`config.mk`:
```
export PLATFORM = sky130hd
export DESIGN_NAME = key_debounce
export DESIGN_NICKNAME = d
export VERILOG_FILES = /design/src/rtl/key_debounce.sv
export SDC_FILE = /design/constraint.sdc
export NUM_CORES = 1
export LEC_CHECK = 0
export BUFFER_PORTS_ARGS = -buffer_cell sky130_fd_sc_hd__buf_2
export CORE_UTILIZATION = 57
export CTS_CLUSTER_DIAMETER = 150
export DETAILED_ROUTE_END_ITERATION = 12
export PLACE_DENSITY_LB_ADDON = 0.15
export SLEW_MARGIN = 0
export SYNTH_ARGS = -nofsm -noshare
export SYNTH_HDL_FRONTEND = slang
export SYNTH_SLANG_ARGS = --single-unit
```
`constraint.sdc`:
```
create_clock -name clk_20Hz -period 3.7 [get_ports clk_20Hz]
set_clock_uncertainty 0.1 [all_clocks]
set_input_delay 0.925 -clock clk_20Hz [delete_from_list [all_inputs] [get_ports clk_20Hz]]
set_output_delay 0.925 -clock clk_20Hz [all_outputs]
set_load 0.01 [all_outputs]
```
`src/rtl/key_debounce.sv`:
```
// rtl/key_debounce.sv - key debounce with single-event qualification, hold-to-repeat and no rollover
module key_debounce #(
    parameter int STABLE_COUNT = 3,
    parameter int REPEAT_DELAY = 0,
    parameter int REPEAT_RATE  = 4
) (
    input  logic       clk_20Hz,
    input  logic       rst_n,
    input  logic [3:0] key_in,
    input  logic       key_pressed,
    output logic [3:0] key_out,
    output logic       key_valid,
    output logic       key_held,
    output logic       key_release
);

    localparam logic [3:0] CNT_LAST   = 4'(STABLE_COUNT - 1);
    localparam bit         REPEAT_EN  = (REPEAT_DELAY != 0);
    localparam logic [7:0] RPT_LAST   = 8'(REPEAT_DELAY - 1);
    localparam logic [7:0] RPT_RELOAD = 8'(REPEAT_DELAY - REPEAT_RATE);

    typedef enum logic [1:0] {
        IDLE,
        DEBOUNCE,
        PRESSED,
        RELEASE
    } state_t;

    state_t     state, state_n;
    logic [3:0] cand, cand_n;
    logic [3:0] cnt, cnt_n;
    logic [7:0] rpt, rpt_n;
    logic [3:0] key_out_n;
    logic       key_valid_n, key_held_n, key_release_n;

    always_ff @(posedge clk_20Hz or negedge rst_n) begin
        if (!rst_n) begin
            state       <= IDLE;
            cand        <= 4'h0;
            cnt         <= 4'h0;
            rpt         <= 8'h00;
            key_out     <= 4'h0;
            key_valid   <= 1'b0;
            key_held    <= 1'b0;
            key_release <= 1'b0;
        end else begin
            state       <= state_n;
            cand        <= cand_n;
            cnt         <= cnt_n;
            rpt         <= rpt_n;
            key_out     <= key_out_n;
            key_valid   <= key_valid_n;
            key_held    <= key_held_n;
            key_release <= key_release_n;
        end
    end

    always_comb begin
        state_n       = state;
        cand_n        = cand;
        cnt_n         = cnt;
        rpt_n         = rpt;
        key_out_n     = key_out;
        key_valid_n   = 1'b0;
        key_held_n    = key_held;
        key_release_n = 1'b0;

        case (state)
            IDLE: begin
                if (key_pressed) begin
                    cand_n  = key_in;
                    cnt_n   = 4'd1;
                    state_n = DEBOUNCE;
                end
            end
            DEBOUNCE: begin
                if (!key_pressed) begin
                    cnt_n   = 4'd0;
                    state_n = IDLE;
                end else if (key_in != cand) begin
                    cand_n = key_in;
                    cnt_n  = 4'd1;
                end else if (cnt == CNT_LAST) begin
                    key_out_n   = cand;
                    key_valid_n = 1'b1;
                    key_held_n  = 1'b1;
                    rpt_n       = 8'd0;
                    cnt_n       = 4'd0;
                    state_n     = PRESSED;
                end else begin
                    cnt_n = cnt + 4'd1;
                end
            end
            PRESSED: begin
                // A different code while held is treated as the start of a release.
                if (!key_pressed || key_in != key_out) begin
                    cnt_n   = 4'd1;
                    state_n = RELEASE;
                end else if (REPEAT_EN) begin
                    if (rpt == RPT_LAST) begin
                        key_valid_n = 1'b1;
                        rpt_n       = RPT_RELOAD;
                    end else if (rpt != 8'hFF) begin
                        rpt_n = rpt + 8'd1;
                    end
                end
            end
            RELEASE: begin
                if (!key_pressed) begin
                    if (cnt == CNT_LAST) begin
                        key_held_n    = 1'b0;
                        key_release_n = 1'b1;
                        cnt_n         = 4'd0;
                        state_n       = IDLE;
                    end else begin
                        cnt_n = cnt + 4'd1;
                    end
                end else if (key_in == key_out) begin
                    state_n = PRESSED;
                end else begin
                    cnt_n = 4'd0;
                end
            end
            default: state_n = IDLE;
        endcase
    end

endmodule

```
==> run metrics, run 1 <==
num ports 14; Required @ worst endpoint 3760 ps; total gr overflow 0; RSZ-0062 raised after global routing false; Final nets 112; Starting Density 0.640; clock network power share 0.175; Setup violations, final 0; via count 659; delay of the slowest critical-path stage 380 ps; initial antenna violation count 0; Hold Buf Count CTS 0; CTS root buffer clkbuf_4; Setup crit end kind flop; worst-path cell chain buf_2, xnor2_1, nand4_4, nor3_4, mux2_2; Comb pwr share 0.325; Worst Path Arrival 2130 ps; final wirelength 1560 µm; Avg Cell Area, Syn 10.2 µm²; Hold Violations, Final 0; Detail Route Antenna Nets 0; dpl hpwl 1160 µm; die area 1690 µm²; Setup CP Type in2reg; Rel. slew slack 0.523; global-route wire length before repair 2480 µm; power per cell area 547 nW/µm²; clock latency on the worst-skew pair 280 ps; H-Tree Depth 1; CTS resizes 0; RD Place Congestion 0.761; IO Port Bufs 13; non-filler instance count after layout 117; asr flop ratio synth 1.00; drt wl/cell 13.3 µm; Core Util, Final 0.717; Syn. warnings 0; share of cells above drive strength 1 0.225; Yosys cell types 24; Max Slew Vio Count 0; Synth Register Bits 17; CTS tree done; Psw 0.197 mW; area share of the largest cell type after synthesis 0.486; area leader, netlist dfrtp_1; GRT Total Usage 0.235; DIE HEIGHT 41.2 µm; fin crit period 2070 ps; Antenna Cells 0; Max-cap violations 0; Worst-Margin Slew 714 ps; Flop pwr share 0.501; largest net degree at the start of global routing 18; TritonCTS Sinks 17; top-count cell post-synth dfrtp_1; postcts setup bufs 0; outcome finished, final reports clean; CTS Buffer Depth 2; crit start category input port; maximum vdd drop 0.000363 V; DRC 0; top post-synthesis cells by count dfrtp_1, nand2_1, xnor2_1, nand3_1, o21ai_0; crit path max-delay cell type mux2_2; most common flop cell mapped by yosys dfrtp_1; via/cell ratio 5.63; Worst Path Buf+Inv 1; Post-synth EDFFs 0; sequential-to-total area share from yosys stat 0.486; die extent in x 41.2 µm; Worst-path clk slew 90 ps; mapped cell area 875 µm²; DR pass1 iterations 4; placed cells 113; area grow syn2layout 12.0%; Cells after Synth 86; row cnt 13; FMAX 484 MHz; delay-heaviest family, CP simple AND/OR/NAND/NOR gates; Mapped Nets 95; setup_tns 0 ps; Critical Path Fanout Max 6; clock buffer count from CTS 3; Hold WC Path Type reg2reg; P_int 0.339 mW; sw frac 0.367; Area contributors post-synth dfrtp_1, xnor2_1, nand2_1, mux2_2, nand3_1; 1st-iter DRT viols 30; worst hold slack 431 ps; vias in the first global route 572; P_leak 0.470 nW; core area 1370 µm²; Tcrit/Tclk final 0.558
==> per-stage QoR <==
stage	setup WS (ps)	cell area (µm²)	power, mW
6_report	1630	980	0.536
2_1_floorplan	1620	875	0.398
4_1_cts	1640	980	0.542
3_3_place_gp	1410	953	0.438
5_1_grt	1570	980	0.577
3_5_place_dp	1340	953	0.444
==> power by group through the flow <==
| stage | logic, mW | registers, mW | clock network (mW) |
|---|---|---|---|
| final | 0.174 | 0.268 | 0.0937 |
| after global routing | 0.197 | 0.274 | 0.106 |
| after global placement | 0.168 | 0.269 | 0 |
| after detailed placement | 0.173 | 0.271 | 0 |
| after CTS | 0.175 | 0.268 | 0.0990 |
| after floorplan | 0.134 | 0.264 | 0 |
==> registers in the layout, indices dropped and copies added (netlist names), named ones only <==
| name | cells |
|---|---|
| key_held | 1 |
| key_valid | 1 |
| key_out | 4 |
| key_release | 1 |
| state | 1 |
| cand | 4 |
| cnt | 4 |
==> logic make-up (layout without fill, tap and decap cells) <==
group / count (synthesis) / after routing / share of synthesized area
compound gates: 15 / 15 / 0.110
xor+xnor: 8 / 8 / 0.0801
fa+ha+maj: 2 / 2 / 0.0286
buf+inv: 4 / 20 / 0.0186
flops: 17 / 17 / 0.486
mux: 4 / 4 / 0.0515
simple gates: 36 / 36 / 0.225
==> worst paths after layout <==
check,startpoint,end,slack (ps),depth (start not counted)
min reg2reg,cand[0],cand[0],430,2
min in group asynchronous,rst_n,cand[0],440,1
min,cand[0],cand[0],430,2
max reg2reg,cnt[0],key_out[1],1810,5
max in group asynchronous,rst_n,cnt[1],2790,1
max,key_in[0],key_out[1],1630,5
==> layer usage <==
metal	part of all wire	wire (µm)	vias to the layer above	track usage
li1	-	-	332	-
met1	0.51	794	300	0.322
met2	0.43	678	23	0.359
met3	0.046	71	4	0.0489
met4	0.0096	15	0	0.0968
met5	0	0	-	0
==> worst reg2reg max path, cell delays in order, from the launching register on <==
cell     delay, ps
dfrtp_1        420
inv_1           90
ha_1           160
nand3_1        270
nor3_4         360
mux2_2         380
==> placed cells by master, fill, tap and decap left out <==
cell type / synthesis / final
a211oi_1: 1 / 1
a21o_1: 1 / 1
a21oi_1: 2 / 2
a22o_1: 1 / 1
and2b_1: 1 / 1
buf_2: 1 / 13
clkbuf_1: 0 / 1
clkbuf_4: 0 / 3
dfrtp_1: 17 / 17
ha_1: 2 / 2
inv_1: 3 / 3
mux2_2: 4 / 4
nand2_1: 16 / 16
nand3_1: 7 / 7
nand3b_1: 2 / 2
nand4_4: 1 / 1
nor2_1: 3 / 3
nor2b_1: 1 / 1
nor3_1: 3 / 3
nor3_4: 1 / 1
o21a_1: 2 / 2
o21ai_0: 6 / 6
o21ai_2: 1 / 1
o32ai_1: 1 / 1
or3b_1: 1 / 1
xnor2_1: 8 / 8
==> cell type report <==
type	instances	area, µm²
clock buffer	4	26.3
multi-input combinational	65	433
timing repair buffer	13	65.1
inverter	3	11.3
tap	15	18.8
fill	111	387
sequential	17	425
(Power assumes the default switching activity.)
==> run 2: changes to the inputs <==
- ABC_AREA: not set -> 1
- CORE_UTILIZATION: 57 -> 50
- clock period: 3.7 -> 1.7 ns (I/O delays scaled with it)
==> run 2 against run 1 <==
Net effect:
- combinational power increased to 4.1 times the previous value
- cell count up 64%
- setup slack lost 1400 ps
- wire length is 23% higher
- largest power group is now combinational cells
==> run metrics, run 2 <==
clock latency on the worst-skew pair 290 ps (about the same); Pwr Total 1.60 mW (+200%); delay-heaviest family, CP simple AND/OR/NAND/NOR gates; TritonCTS Sinks 17 (unchanged); share of cells above drive strength 1 0.188 (-0.0376); IO Port Bufs 13 (unchanged); P_int 0.884 mW (+160%); Yosys cell types 19 (-21%); global-route wire length before repair 3060 µm (+23%); placed cells 187 (+65%); Worst-path clk slew 100 ps (about the same); CTS tree done; via count 936 (+42%); most frequent CP cell nand2_1; P_leak 0.669 nW (+42%); maximum vdd drop 0.000804 V (+120%); setup_tns 0 ps (unchanged); Tcrit/Tclk final 0.887; delay of the slowest critical-path stage 410 ps (+30 ps); Area contributors post-synth dfrtp_1, nand2_1, inv_1, nand4_1, nand3_1; Worst Reg-to-Reg Cells 9 (+4); total gr overflow 0 (unchanged); reg2reg start cnt[0]; worst-path cell chain inv_1, ha_1, nand2_1, nand2_1, nand3_2, a21oi_2, nand2_1, nand2_1, nand2_1; Mapped Nets 157 (+65%); initial antenna violation count 0 (unchanged); row cnt 16 (+3); most frequent cells in the layout nand2_1, inv_1, dfrtp_1; Post-synth EDFFs 0 (unchanged); die extent in x 47.4 µm (+15%); Hold Violations, Final 0 (unchanged); area share of the largest cell type after synthesis 0.413 (-0.0738); crit path max-delay cell type dfrtp_1; Flop pwr share 0.419 (-0.082); beginning of the critical path cnt[0]; outcome finished, final reports clean; Antenna Cells 0 (unchanged); sequential-to-total area share from yosys stat 0.413 (-0.0738); via/cell ratio 4.88 (-13%); H-Tree Depth 1 (unchanged); Starting Density 0.531 (-0.109); Avg Cell Area, Syn 6.97 µm² (-32%); mapped cell area 1030 µm² (+18%); sw frac 0.448 (+0.0810); R2R Setup Slk 190 ps (-1620 ps); clock buffer count from CTS 3 (unchanged); Comb pwr share 0.448 (+0.123); Psw 0.718 mW (+260%); largest registers cand (4), cnt (4), key_out (4); clock network power share 0.133 (-0.042); area leader, netlist dfrtp_1; Setup crit end kind flop; Detail Route Antenna Nets 0 (unchanged); Max-cap violations 0 (unchanged); 1st-iter DRT viols 21 (-30%); Final nets 175 (+56%); RD Place Congestion 0.863 (+13%); Critical Path Fanout Max 4 (-2); Setup CP Type reg2reg; Worst Path Arrival 1600 ps (-530 ps); commonest non-fill, non-tap cell in the layout nand2_1; core area 1940 µm² (+42%); worst slack, placed 104 ps (-1240 ps); asr flop ratio synth 1.00 (unchanged); largest net degree at the start of global routing 18 (unchanged); fin worst setup slack 192 ps (-1440 ps); final wirelength 1920 µm (+23%); Syn. warnings 0 (unchanged); num ports 14 (unchanged); CTS root buffer clkbuf_4; power per cell area 1380 nW/µm² (+150%); area grow syn2layout 12.5%; Rel. slew slack 0.741 (+0.219); non-filler instance count after layout 192 (+64%); Max Slew Vio Count 0 (unchanged); most common flop cell mapped by yosys dfrtp_1; Cells after Synth 148 (+72%); FMAX 663 MHz; top-count cell post-synth nand2_1; Worst-Margin Slew 388 ps (-326 ps); GRT Total Usage 0.197 (-0.0374); final-layout fill cell count 197 (+77%); Required @ worst endpoint 1790 ps (-1970 ps); critical path depth 9 (+4); vias in the first global route 775 (+35%); CTS Buffer Depth 2 (unchanged); drt wl/cell 10.0 µm (-25%); top post-synthesis cells by count nand2_1, inv_1, dfrtp_1, nor2_1, nand3_1; DRC 0 (unchanged); Setup violations, final 0 (unchanged); fin crit period 1510 ps; die area 2250 µm² (+33%); Synth Register Bits 17 (unchanged); worst hold slack 321 ps (-110 ps); dpl hpwl 1520 µm (+31%); DR pass1 iterations 5 (+1); DIE HEIGHT 47.4 µm (+15%); Worst Path Buf+Inv 1 (unchanged); Hold WC Path Type in2reg; RSZ-0062 raised after global routing false; crit start category flop
run 2: changes by cell type after synthesis, sizes merged, moves of 2 or more:
cell / previous run / this run
nor3: 4 / 2
nor2: 3 / 10
xnor2: 8 / 1
inv: 3 / 26
nand3b: 2 / 0
o21a: 2 / 0
mux2: 4 / 0
nand3: 7 / 9
nand2: 16 / 63
nand4: 1 / 6
run 2: worst reg2reg max path: cells and delay by family (launching register included):
kind | cells | cell delay [ps]
AO/OA/AOI/OAI | 1 | 130
adder cells (fa/ha/maj) | 1 | 140
buffers and inverters | 1 | 100
flip-flops | 1 | 410
AND/OR/NAND/NOR | 6 | 520
run 2: kinds of logic (layout without fill, tap and decap cells):
group	count (synthesis)	count (layout)	share of synthesized area
AND/OR/NAND/NOR	90	90	0.392
buffers and inverters	27	44	0.102
flip-flops	17	17	0.413
adder cells (fa/ha/maj)	2	2	0.0243
XOR/XNOR	2	2	0.0170
AO/OA/AOI/OAI	10	10	0.0522
run 2: metrics by stage:
step,utilization,cell area [µm²]
2_1_floorplan,-,1030
6_report,0.597,1160
5_1_grt,0.597,1160
3_3_place_gp,0.578,1120
3_5_place_dp,0.578,1120
4_1_cts,0.597,1160
run 2: worst min path at each step:
stage / from / slack, ps / endpoint / cells past startpoint
final: key_in[1] / 320 / cand[1] / 3
after global routing: key_in[3] / 310 / cand[3] / 3
after CTS: key_in[1] / 300 / cand[1] / 3
after detailed placement: rst_n / 270 / cand[1] / 1
after global placement: rst_n / 260 / key_valid / 1
after floorplan: rst_n / 30 / asynchronous set/reset pin / 0
run 2: layout make-up:
type | instances | area, µm² | share of cell area
Timing Repair Buffer | 14 | 75.1 | 0.0647
Multi-Input combinational cell | 104 | 500 | 0.432
Clock buffer | 3 | 22.5 | 0.0194
Inverter | 26 | 97.6 | 0.0841
Clock inverter | 1 | 5.00 | 0.00432
Sequential cell | 17 | 425 | 0.367
Tap cell | 27 | 33.8 | 0.0291
run 2: what timing repair did:
action / 4_1_cts / 5_1_grt
hold buffers: 1 / 0
endpoints found under the hold margin: 17 / 0
setup buffers: 0 / 0
resized for setup: 0 / 0
run 2: per-layer routing:
| layer | global-route usage | wire length (µm) |
|---|---|---|
| met1 | 0.247 | 916 |
| met2 | 0.326 | 921 |
| met3 | 0.0453 | 72 |
| met4 | 0.0857 | 12 |
| met5 | 0 | 0 |
run 2: power groups by stage:
stage | sequential [mW] | clock (mW) | combinational (mW)
floorplan | 0.673 | 0 | 0.542
global placement | 0.677 | 0 | 0.704
detailed placement | 0.678 | 0 | 0.720
CTS | 0.669 | 0.228 | 0.726
global route | 0.693 | 0.249 | 0.833
finish | 0.671 | 0.214 | 0.718
==> run 3: changes to the inputs <==
- CORE_UTILIZATION: 50 -> 55
- clock period: 1.7 -> 1.6 ns (I/O delays scaled with it)
==> run 3 against run 2 <==
Net effect:
- sequential share of layout area is 0.16 points lower
- wire length rose by 4.5%
- flip-flop and latch count unchanged
- clock power is 8% higher
- cell count shrank 0.52%
==> run metrics, run 3 (synthesized netlist as in run 2, its figures left out) <==
Detail Route Antenna Nets 0 (unchanged); final wirelength 2010 µm (+4.5%); P_leak 0.675 nW (+0.84%); via count 940 (+0.43%); IO Port Bufs 13 (unchanged); CTS tree done; Comb pwr share 0.450 (+0.002); vias in the first global route 745 (-3.9%); 1st-iter DRT viols 34 (+62%); Antenna Cells 0 (unchanged); drt wl/cell 10.5 µm (+5.1%); DRC 0 (unchanged); DIE HEIGHT 45.3 µm (-4.5%); Worst-Margin Slew 364 ps (-23.7 ps); Hold WC Path Type in2reg; non-filler instance count after layout 191 (-0.52%); crit start category flop; Max-cap violations 0 (unchanged); CTS Buffer Depth 2 (unchanged); via/cell ratio 4.92 (+0.95%); RSZ-0062 raised after global routing true; Pwr Total 1.72 mW (+7.4%); largest registers cand (4), cnt (4), key_out (4); worst hold slack 303 ps (-17.6 ps); Final nets 176 (+0.57%); most frequent CP cell nand2_1; placed cells 185 (-1.1%); delay of the slowest critical-path stage 420 ps (about the same); core area 1750 µm² (-10%); commonest non-fill, non-tap cell in the layout nand2_1; most frequent cells in the layout nand2_1, inv_1, dfrtp_1; Max Slew Vio Count 0 (unchanged); share of cells above drive strength 1 0.193 (+0.00489); Core Util, Final 0.667 (+0.0701); reg2reg start cnt[0]; worst-path cell chain inv_1, ha_1, nand2_1, nand2_1, nand3_2, a21oi_2, nand2_1, nand2_1, nand2_1; fin crit period 1540 ps (+29.6 ps); crit path max-delay cell type dfrtp_1; area grow syn2layout 13.0%; Worst Reg-to-Reg Cells 9 (unchanged); CTS root buffer clkbuf_4; Worst Path Arrival 1630 ps (+30 ps); P_int 0.939 mW (+6.2%); clock latency on the worst-skew pair 290 ps (about the same); clock network power share 0.135 (+0.002); H-Tree Depth 1 (unchanged); Setup violations, final 0 (unchanged); Starting Density 0.591 (+0.0598); row cnt 15 (-1); Worst-path clk slew 110 ps (about the same); sw frac 0.454 (+0.00613); Setup CP Type reg2reg; worst hold stages 3 (unchanged); final-layout fill cell count 162 (-18%); TritonCTS Sinks 17 (unchanged); global-route wire length before repair 3120 µm (+1.8%); dpl hpwl 1480 µm (-2.6%); Flop pwr share 0.415 (-0.004); FMAX 651 MHz (-1.9%); Setup crit end kind flop; die extent in x 45.3 µm (-4.5%); RD Place Congestion 0.848 (-1.7%); largest net degree at the start of global routing 18 (unchanged); num ports 14 (unchanged); Critical Path Fanout Max 4 (unchanged); GRT Total Usage 0.213 (+0.0151); Hold Violations, Final 0 (unchanged); DR pass1 iterations 4 (-1); Tcrit/Tclk final 0.961 (+0.0739); R2R Setup Slk 60 ps (-130 ps); WHS Endpoint cand[3]; outcome finished, final reports clean; Psw 0.781 mW (+8.9%); maximum vdd drop 0.000826 V (+2.7%); total gr overflow 0 (unchanged); worst hold start key_in[3]; clock buffer count from CTS 3 (unchanged); Required @ worst endpoint 1700 ps (-90 ps); power per cell area 1480 nW/µm² (+6.9%); CTS resizes 0 (unchanged); Rel. slew slack 0.757 (+0.0158); die area 2050 µm² (-8.7%); initial antenna violation count 0 (unchanged)
run 3: power by group through the flow:
stage / Sequential [mW] / Clock (mW) / Combinational [mW]
after floorplan: 0.715 / 0 / 0.576
after global placement: 0.715 / 0 / 0.745
after detailed placement: 0.723 / 0 / 0.761
after CTS: 0.714 / 0.237 / 0.769
after global routing: 0.737 / 0.261 / 0.877
final: 0.715 / 0.232 / 0.774
run 3: cell type report:
class                   instances  area (µm²)  area share
clock buffers                   3        22.5      0.0193
repair buffers                 15        82.6      0.0709
flip-flops and latches         17         425       0.365
inverters                      26        97.6      0.0838
clock inverters                 1        5.00     0.00430
well taps                      25        31.3      0.0269
multi-input cells             104         500       0.430
run 3: metrics by stage:
| step | cell area (µm²) | setup TNS (ps) | setup slack [ps] |
|---|---|---|---|
| 3_3_place_gp | 1120 | 0 | 55.1 |
| 2_1_floorplan | 1030 | 0 | 233 |
| 3_5_place_dp | 1120 | 0 | 49.8 |
| 6_report | 1160 | 0 | 62.7 |
| 5_1_grt | 1160 | -37.7 | -14.9 |
| 4_1_cts | 1160 | 0 | 71.0 |
run 3: repair_timing:
action,in CTS,in global routing
hold buffers,1,0
buffers inserted,0,1
endpoints found under the setup margin,0,7
hold endpoints to repair,17,0
run 3: layer usage:
layer | GRT usage | vias to the layer above | share of wire
met1 | 0.303 | 417 | 0.49
met2 | 0.316 | 29 | 0.45
li1 | - | 492 | -
met4 | 0.0909 | 0 | 0.0070
met5 | 0 | - | 0
met3 | 0.0360 | 2 | 0.053
run 3: how the worst max path moves through the flow:
stage | startpoint | endpoint | slack [ps] | cells past startpoint
after floorplan | cnt[0] | flop | 230 | 9
after global placement | key_pressed | state[0] | 60 | 10
after detailed placement | key_pressed | key_out[0] | 50 | 7
after CTS | cnt[0] | flop | 70 | 9
after global routing | cnt[0] | flop | -10 | 9
final | cnt[0] | flop | 60 | 9
run 3: worst max-delay path, delay by kind of cell (launching register included):
family	cells	cell delay, ps
AOI/OAI and AO/OA	1	140
buffers and inverters	1	100
adders and majority gates	1	140
and+or+nand+nor	6	540
DFF	1	420
